File: config.mk
export PLATFORM = sky130hd
export DESIGN_NAME = load_store_unit
export DESIGN_NICKNAME = d
export VERILOG_FILES = /design/src/rtl/load_store_unit_pkg.sv /design/src/rtl/load_store_unit_load_extend.sv /design/src/rtl/load_store_unit.sv
export SDC_FILE = /design/constraint.sdc
export NUM_CORES = 1
export LEC_CHECK = 0
export BUFFER_PORTS_ARGS = -buffer_cell sky130_fd_sc_hd__buf_2
export CORE_MARGIN = 2
export CORE_UTILIZATION = 51
export CTS_CLUSTER_SIZE = 20
export DETAILED_ROUTE_END_ITERATION = 6
export GPL_ROUTABILITY_DRIVEN = 0
export HOLD_SLACK_MARGIN = 0.12
export PLACE_DENSITY = 0.87
export SKIP_CTS_REPAIR_TIMING = 1
export SLEW_MARGIN = 25
export SYNTH_ARGS = -nofsm -noshare
export SYNTH_HDL_FRONTEND = slang
export SYNTH_SLANG_ARGS = --single-unit
File: constraint.sdc
create_clock -name i_Clk -period 7.9 [get_ports i_Clk]
set_input_delay 2.37 -clock i_Clk [delete_from_list [all_inputs] [get_ports i_Clk]]
set_output_delay 2.37 -clock i_Clk [all_outputs]
set_load 0.01 [all_outputs]
File: src/rtl/load_store_unit_pkg.sv
// Shared load/store type codes, FSM encodings and byte-lane helpers for the LSU.
package load_store_unit_pkg;

  localparam int DATA_WIDTH     = 32;
  localparam int LS_SEL_WIDTH   = 3;
  localparam int BUS_STRB_WIDTH = 4;

  typedef logic [LS_SEL_WIDTH:0] ls_type_t;

  localparam ls_type_t LS_TYPE_NONE = 4'd0;
  localparam ls_type_t LS_TYPE_LB   = 4'd1;
  localparam ls_type_t LS_TYPE_LH   = 4'd2;
  localparam ls_type_t LS_TYPE_LW   = 4'd3;
  localparam ls_type_t LS_TYPE_LBU  = 4'd4;
  localparam ls_type_t LS_TYPE_LHU  = 4'd5;
  localparam ls_type_t LS_TYPE_SB   = 4'd6;
  localparam ls_type_t LS_TYPE_SH   = 4'd7;
  localparam ls_type_t LS_TYPE_SW   = 4'd8;

  typedef enum logic [1:0] {
    LSU_STATE_IDLE = 2'd0,
    LSU_STATE_REQ  = 2'd1,
    LSU_STATE_DONE = 2'd2
  } lsu_state_e;

  function automatic logic is_load(input ls_type_t t);
    return t inside {LS_TYPE_LB, LS_TYPE_LH, LS_TYPE_LW, LS_TYPE_LBU, LS_TYPE_LHU};
  endfunction

  function automatic logic is_store(input ls_type_t t);
    return t inside {LS_TYPE_SB, LS_TYPE_SH, LS_TYPE_SW};
  endfunction

  // Loads never assert strobes; unknown codes fall through to zero.
  function automatic logic [BUS_STRB_WIDTH-1:0] store_strb(input ls_type_t t, input logic [1:0] a);
    logic [BUS_STRB_WIDTH-1:0] s;
    case (t)
      LS_TYPE_SB: s = 4'b0001 << a;
      LS_TYPE_SH: s = a[1] ? 4'b1100 : 4'b0011;
      LS_TYPE_SW: s = 4'b1111;
      default:    s = '0;
    endcase
    return s;
  endfunction

  function automatic logic [DATA_WIDTH-1:0] store_wdata(input ls_type_t t, input logic [DATA_WIDTH-1:0] d);
    logic [DATA_WIDTH-1:0] w;
    case (t)
      LS_TYPE_SB: w = {4{d[7:0]}};
      LS_TYPE_SH: w = {2{d[15:0]}};
      LS_TYPE_SW: w = d;
      default:    w = '0;
    endcase
    return w;
  endfunction

  function automatic logic is_misaligned(input ls_type_t t, input logic [1:0] a);
    logic half_acc;
    logic word_acc;
    half_acc = t inside {LS_TYPE_LH, LS_TYPE_LHU, LS_TYPE_SH};
    word_acc = t inside {LS_TYPE_LW, LS_TYPE_SW};
    return (half_acc && a[0]) || (word_acc && (a != 2'b00));
  endfunction

endpackage

File: src/rtl/load_store_unit_load_extend.sv
// Combinational lane select and sign/zero extension of a read word.
module load_extend_unit
  import load_store_unit_pkg::*;
(
  input  logic [DATA_WIDTH-1:0] i_Rdata,
  input  logic [1:0]            i_Addr_Lo,
  input  ls_type_t              i_Load_Store_Type,
  output logic [DATA_WIDTH-1:0] o_Data
);

  logic [7:0]  byte_lane;
  logic [15:0] half_lane;

  always_comb begin
    byte_lane = i_Rdata[8*i_Addr_Lo +: 8];
    half_lane = i_Addr_Lo[1] ? i_Rdata[31:16] : i_Rdata[15:0];
    case (i_Load_Store_Type)
      LS_TYPE_LB:  o_Data = {{24{byte_lane[7]}}, byte_lane};
      LS_TYPE_LBU: o_Data = {24'd0, byte_lane};
      LS_TYPE_LH:  o_Data = {{16{half_lane[15]}}, half_lane};
      LS_TYPE_LHU: o_Data = {16'd0, half_lane};
      LS_TYPE_LW:  o_Data = i_Rdata;
      default:     o_Data = '0;
    endcase
  end

endmodule

File: src/rtl/load_store_unit.sv
// Memory-stage load/store unit: one req/ack bus transaction per accepted instruction.
// Optional LSU_MISALIGN_TRAP_EN: misaligned half/word accesses skip the bus and flag o_Misaligned.
module load_store_unit
  import load_store_unit_pkg::*;
#(
  parameter int XLEN = DATA_WIDTH
) (
  input  logic                      i_Clk,
  input  logic                      i_Reset,
  input  logic                      i_Valid,
  input  logic [LS_SEL_WIDTH:0]     i_Load_Store_Type,
  input  logic [XLEN-1:0]           i_Addr,
  input  logic [XLEN-1:0]           i_Store_Data,
  output logic                      o_Stall,
  output logic                      o_Done,
  output logic                      o_Load_Valid,
  output logic [XLEN-1:0]           o_Load_Data,
  output logic                      o_Misaligned,
  output logic                      o_Bus_Req,
  output logic                      o_Bus_We,
  output logic [XLEN-1:0]           o_Bus_Addr,
  output logic [XLEN-1:0]           o_Bus_Wdata,
  output logic [BUS_STRB_WIDTH-1:0] o_Bus_Strb,
  input  logic                      i_Bus_Ack,
  input  logic [XLEN-1:0]           i_Bus_Rdata
);

  lsu_state_e                state_q, state_d;
  ls_type_t                  type_q, type_d;
  logic [1:0]                addr_lo_q, addr_lo_d;
  logic [XLEN-1:0]           bus_addr_q, bus_addr_d;
  logic [XLEN-1:0]           bus_wdata_q, bus_wdata_d;
  logic [BUS_STRB_WIDTH-1:0] bus_strb_q, bus_strb_d;
  logic                      bus_we_q, bus_we_d;
  logic                      bus_req_q, bus_req_d;
  logic                      done_q, done_d;
  logic                      load_valid_q, load_valid_d;
  logic                      misaligned_q, misaligned_d;
  logic [XLEN-1:0]           load_data_q, load_data_d;
  logic [XLEN-1:0]           extended;
  logic                      accept;
  logic                      trap;

  load_extend_unit u_load_extend (
    .i_Rdata           (i_Bus_Rdata),
    .i_Addr_Lo         (addr_lo_q),
    .i_Load_Store_Type (type_q),
    .o_Data            (extended)
  );

  assign accept = (state_q == LSU_STATE_IDLE) && i_Valid &&
                  (is_load(i_Load_Store_Type) || is_store(i_Load_Store_Type));

`ifdef LSU_MISALIGN_TRAP_EN
  assign trap = is_misaligned(i_Load_Store_Type, i_Addr[1:0]);
`else
  assign trap = 1'b0;
`endif

  always_comb begin
    state_d      = state_q;
    type_d       = type_q;
    addr_lo_d    = addr_lo_q;
    bus_addr_d   = bus_addr_q;
    bus_wdata_d  = bus_wdata_q;
    bus_strb_d   = bus_strb_q;
    bus_we_d     = bus_we_q;
    load_data_d  = load_data_q;
    bus_req_d    = 1'b0;
    done_d       = 1'b0;
    load_valid_d = 1'b0;
    misaligned_d = 1'b0;
    case (state_q)
      LSU_STATE_IDLE: begin
        if (accept) begin
          type_d = i_Load_Store_Type;
          if (trap) begin
            state_d      = LSU_STATE_DONE;
            done_d       = 1'b1;
            misaligned_d = 1'b1;
          end else begin
            state_d     = LSU_STATE_REQ;
            bus_req_d   = 1'b1;
            addr_lo_d   = i_Addr[1:0];
            bus_addr_d  = {i_Addr[XLEN-1:2], 2'b00};
            bus_we_d    = is_store(i_Load_Store_Type);
            bus_strb_d  = store_strb(i_Load_Store_Type, i_Addr[1:0]);
            bus_wdata_d = store_wdata(i_Load_Store_Type, i_Store_Data);
          end
        end
      end
      LSU_STATE_REQ: begin
        bus_req_d = 1'b1;
        if (i_Bus_Ack) begin
          state_d      = LSU_STATE_DONE;
          bus_req_d    = 1'b0;
          done_d       = 1'b1;
          load_valid_d = is_load(type_q);
          if (is_load(type_q)) load_data_d = extended;
        end
      end
      default: state_d = LSU_STATE_IDLE;
    endcase
  end

  always_ff @(posedge i_Clk) begin
    if (i_Reset) begin
      state_q      <= LSU_STATE_IDLE;
      type_q       <= LS_TYPE_NONE;
      addr_lo_q    <= '0;
      bus_addr_q   <= '0;
      bus_wdata_q  <= '0;
      bus_strb_q   <= '0;
      bus_we_q     <= 1'b0;
      bus_req_q    <= 1'b0;
      done_q       <= 1'b0;
      load_valid_q <= 1'b0;
      misaligned_q <= 1'b0;
      load_data_q  <= '0;
    end else begin
      state_q      <= state_d;
      type_q       <= type_d;
      addr_lo_q    <= addr_lo_d;
      bus_addr_q   <= bus_addr_d;
      bus_wdata_q  <= bus_wdata_d;
      bus_strb_q   <= bus_strb_d;
      bus_we_q     <= bus_we_d;
      bus_req_q    <= bus_req_d;
      done_q       <= done_d;
      load_valid_q <= load_valid_d;
      misaligned_q <= misaligned_d;
      load_data_q  <= load_data_d;
    end
  end

  // Stall covers the accepting IDLE cycle and all of REQ, so the pipeline moves on at the end of DONE.
  assign o_Stall      = !i_Reset && (accept || (state_q == LSU_STATE_REQ));
  assign o_Done       = done_q;
  assign o_Load_Valid = load_valid_q;
  assign o_Load_Data  = load_data_q;
  assign o_Misaligned = misaligned_q;
  assign o_Bus_Req    = bus_req_q;
  assign o_Bus_We     = bus_we_q;
  assign o_Bus_Addr   = bus_addr_q;
  assign o_Bus_Wdata  = bus_wdata_q;
  assign o_Bus_Strb   = bus_strb_q;

endmodule

==> metrics.txt <==
ANT cells 0; LEAKAGE 0.00257 µW; slowest CP cell or4_1; post-layout util roughly two thirds; largest net degree at the start of global routing 67; Longest Clk Path Bufs 2; final net count 830; crit-path max FO 16; die area 10,400 µm²; Max stage delay on crit path 0.58 ns; GRT Resource Usage Total 26.1%; hpwl dp between 10,000 and 15,000 µm; Setup Skew 0.0152 ns; vias in the first global route 4,489; max-slew violations 0; GR Overflow Total 0; Highest Clock Rate between 150 and 200 MHz; Pre-antenna DRT Iters 5; CTS tree done; Fin Setup TNS 0 ns; later-pin clock latency in the skew report roughly 0.36 ns; fin area 6110 µm²; synth warn 0; vias approximately 5,000; part of the Yosys area used for sequential elements 45.0%; Initial Utilization between 50% and 60%; Initial DRC Count 191; Synth Area per Inst 8.86 µm²; DR DRC count 0; Fin Hold WS 0.455 ns; Power Dens Cells 177 nW/µm²; area post-placement 5910 µm²; flop and latch count out of synthesis 110; Final Hold Viols 0; Tightest Pin Transition 0.914 ns; Primary FF master, synth dfxtp_1; Cell Chain, Critical Path buf_2, or4_1, nand3_2, a21oi_1, buf_2; HP Class reg -> reg; unrepaired setup endpoints after global routing no; # IOs 210; Avg WL per Cell 16.5 µm; Post-Syn Area just under 5000 µm²; P&R area growth vs syn 24.9%; share of layout cells above drive strength 1 36.0%; Critical Path Most Common Cell buf_2; CTS HTree Levels 3; Port Buf Inserts 206; status finished clean; kind of end point of the critical path output port; CTS Buf Count 9; first-pass GRT wire length 21,600 µm; CP startpoint kind input port; Critical Path AT approximately 3.5 ns; Clk pin slew, worst setup/hold paths 0.09 ns; Routed WL about 14,000 µm; FFs w/ async S/R, synth 0%; peak supply drop 131 µV; Final Critical Period 5.90 ns; Core Area 9280 µm²; initial antenna violation count 0; family with the most delay on the worst path simple AND/OR/NAND/NOR gates; Rel. slew slack just under 40%; crit path buf inv count 2; Worst Path Required 5.53 ns; critical path class in -> out; die width between 100 and 150 µm; Netlist cell types 57; CTS root buf clkbuf_8; Die Height 102 µm; fillers 782; fin crit share 74.7%; number of synthesized flops with an enable pin 0; Row Count 35; Final setup viols 0; Post-Synthesis Cells 552; vias per inst 5.68; CTS sink count 110; Max Cap Viol 0; Final ANT Viol Nets 0
state kept, by name, indices dropped and copies added, names as in the netlist:
signal / flops
addr_lo_q: 2
o_Load_Valid: 1
o_Bus_Strb: 4
o_Bus_Addr: 30
o_Bus_Req: 1
type_q: 4
o_Bus_Wdata: 32
state_q: 2
o_Load_Data: 32
o_Bus_We: 1
o_Done: 1
path summary, 6_finish.rpt:
path	start	endpoint	slack, ns	depth (start not counted)
hold reg to reg	o_Bus_Addr[24]	o_Bus_Addr[24]	0.46	2
setup reg to reg	type_q[2]	o_Load_Data[29]	5.49	4
hold / removal	o_Bus_Addr[24]	o_Bus_Addr[24]	0.46	2
setup / recovery	i_Load_Store_Type[0]	o_Stall	2.00	5
layout make-up:
class | instances | area, µm² | area share, %
timing repair buffer | 213 | 1090 | 17.8
clock inverter | 6 | 68.8 | 1.13
inverter | 4 | 15.0 | 0.246
clock buffer | 10 | 128 | 2.09
tap | 129 | 161 | 2.64
sequential | 110 | 2200 | 36.1
multi-input combinational | 388 | 2450 | 40.1
kinds of logic (layout without fill, tap and decap cells):
kind of cell	after synthesis	after routing	synth area share [%]
AND/OR/NAND/NOR	183	183	16.5
AO/OA/AOI/OAI	175	175	27.0
flip-flops	110	110	45.0
buffers and inverters	56	233	5.68
multiplexers	26	26	5.50
other	1	3	0.0766
XOR/XNOR	1	1	0.179
through the flow:
stage	setup WS, ns	total power (µW)	instances
2_1_floorplan	2.04	689	554
3_3_place_gp	2.02	748	844
3_5_place_dp	2.00	754	844
4_1_cts	2.00	1090	860
5_1_grt	1.95	1130	860
6_report	2.00	1080	860
power by group:
part           leakage (µW)  internal [µW]  switching [µW]
clock             0.0000973            149             191
sequential         0.000892            572            14.3
combinational       0.00158           64.2            92.2
total               0.00257            785             298
worst min-delay path, cell delays in order, from the launching register on:
cell,delay (ns)
dfxtp_1,0.32
nand2_1,0.05
a21oi_1,0.05
cell usage in the layout (no fill, tap or decap), types with 3 or more instances in the layout:
master / n
buf_2: 205
dfxtp_1: 109
nand2_1: 93
nor2_1: 66
a21oi_1: 50
a22oi_1: 27
mux2i_1: 19
a311oi_1: 16
o2bb2ai_1: 16
a211oi_2: 10
o21ai_0: 9
clkbuf_8: 9
a22o_1: 8
buf_4: 8
a2bb2oi_1: 7
mux2_2: 7
o21ai_1: 7
a211oi_1: 6
inv_1: 3
conb_1: 3
synth_stat cells (all sizes together) (2+ instances only):
cell     count  area share (%)
a2111oi      3            0.79
a211oi      17             3.9
a21o         2            0.31
a21oi       52             5.6
a22o         8             1.4
a22oi       27             4.1
a2bb2oi      7             1.3
a311oi      16             2.9
and2         2            0.26
buf         32             3.8
clkbuf      20             1.5
dfxtp      110              45
inv          4            0.31
mux2         7             1.6
mux2i       19             3.9
nand2       93             7.1
nand2b       2            0.26
nand3        2            0.20
nand3b       2            0.31
nor2        68             5.6
nor3         2            0.20
nor4b        2            0.79
o211ai       2            0.31
o21ai       16             1.6
o221ai       2            0.36
o2bb2ai     16             2.9
layer usage:
metal / vias up / global-route usage (%) / wire, µm
met5: - / 0 / 0
met4: 0 / 10.6 / 386
met3: 31 / 5.75 / 1080
met2: 222 / 44.5 / 6960
met1: 2323 / 31.9 / 5780
li1: 2311 / - / -
No activity file was read; power rests on OpenSTA's default activity.
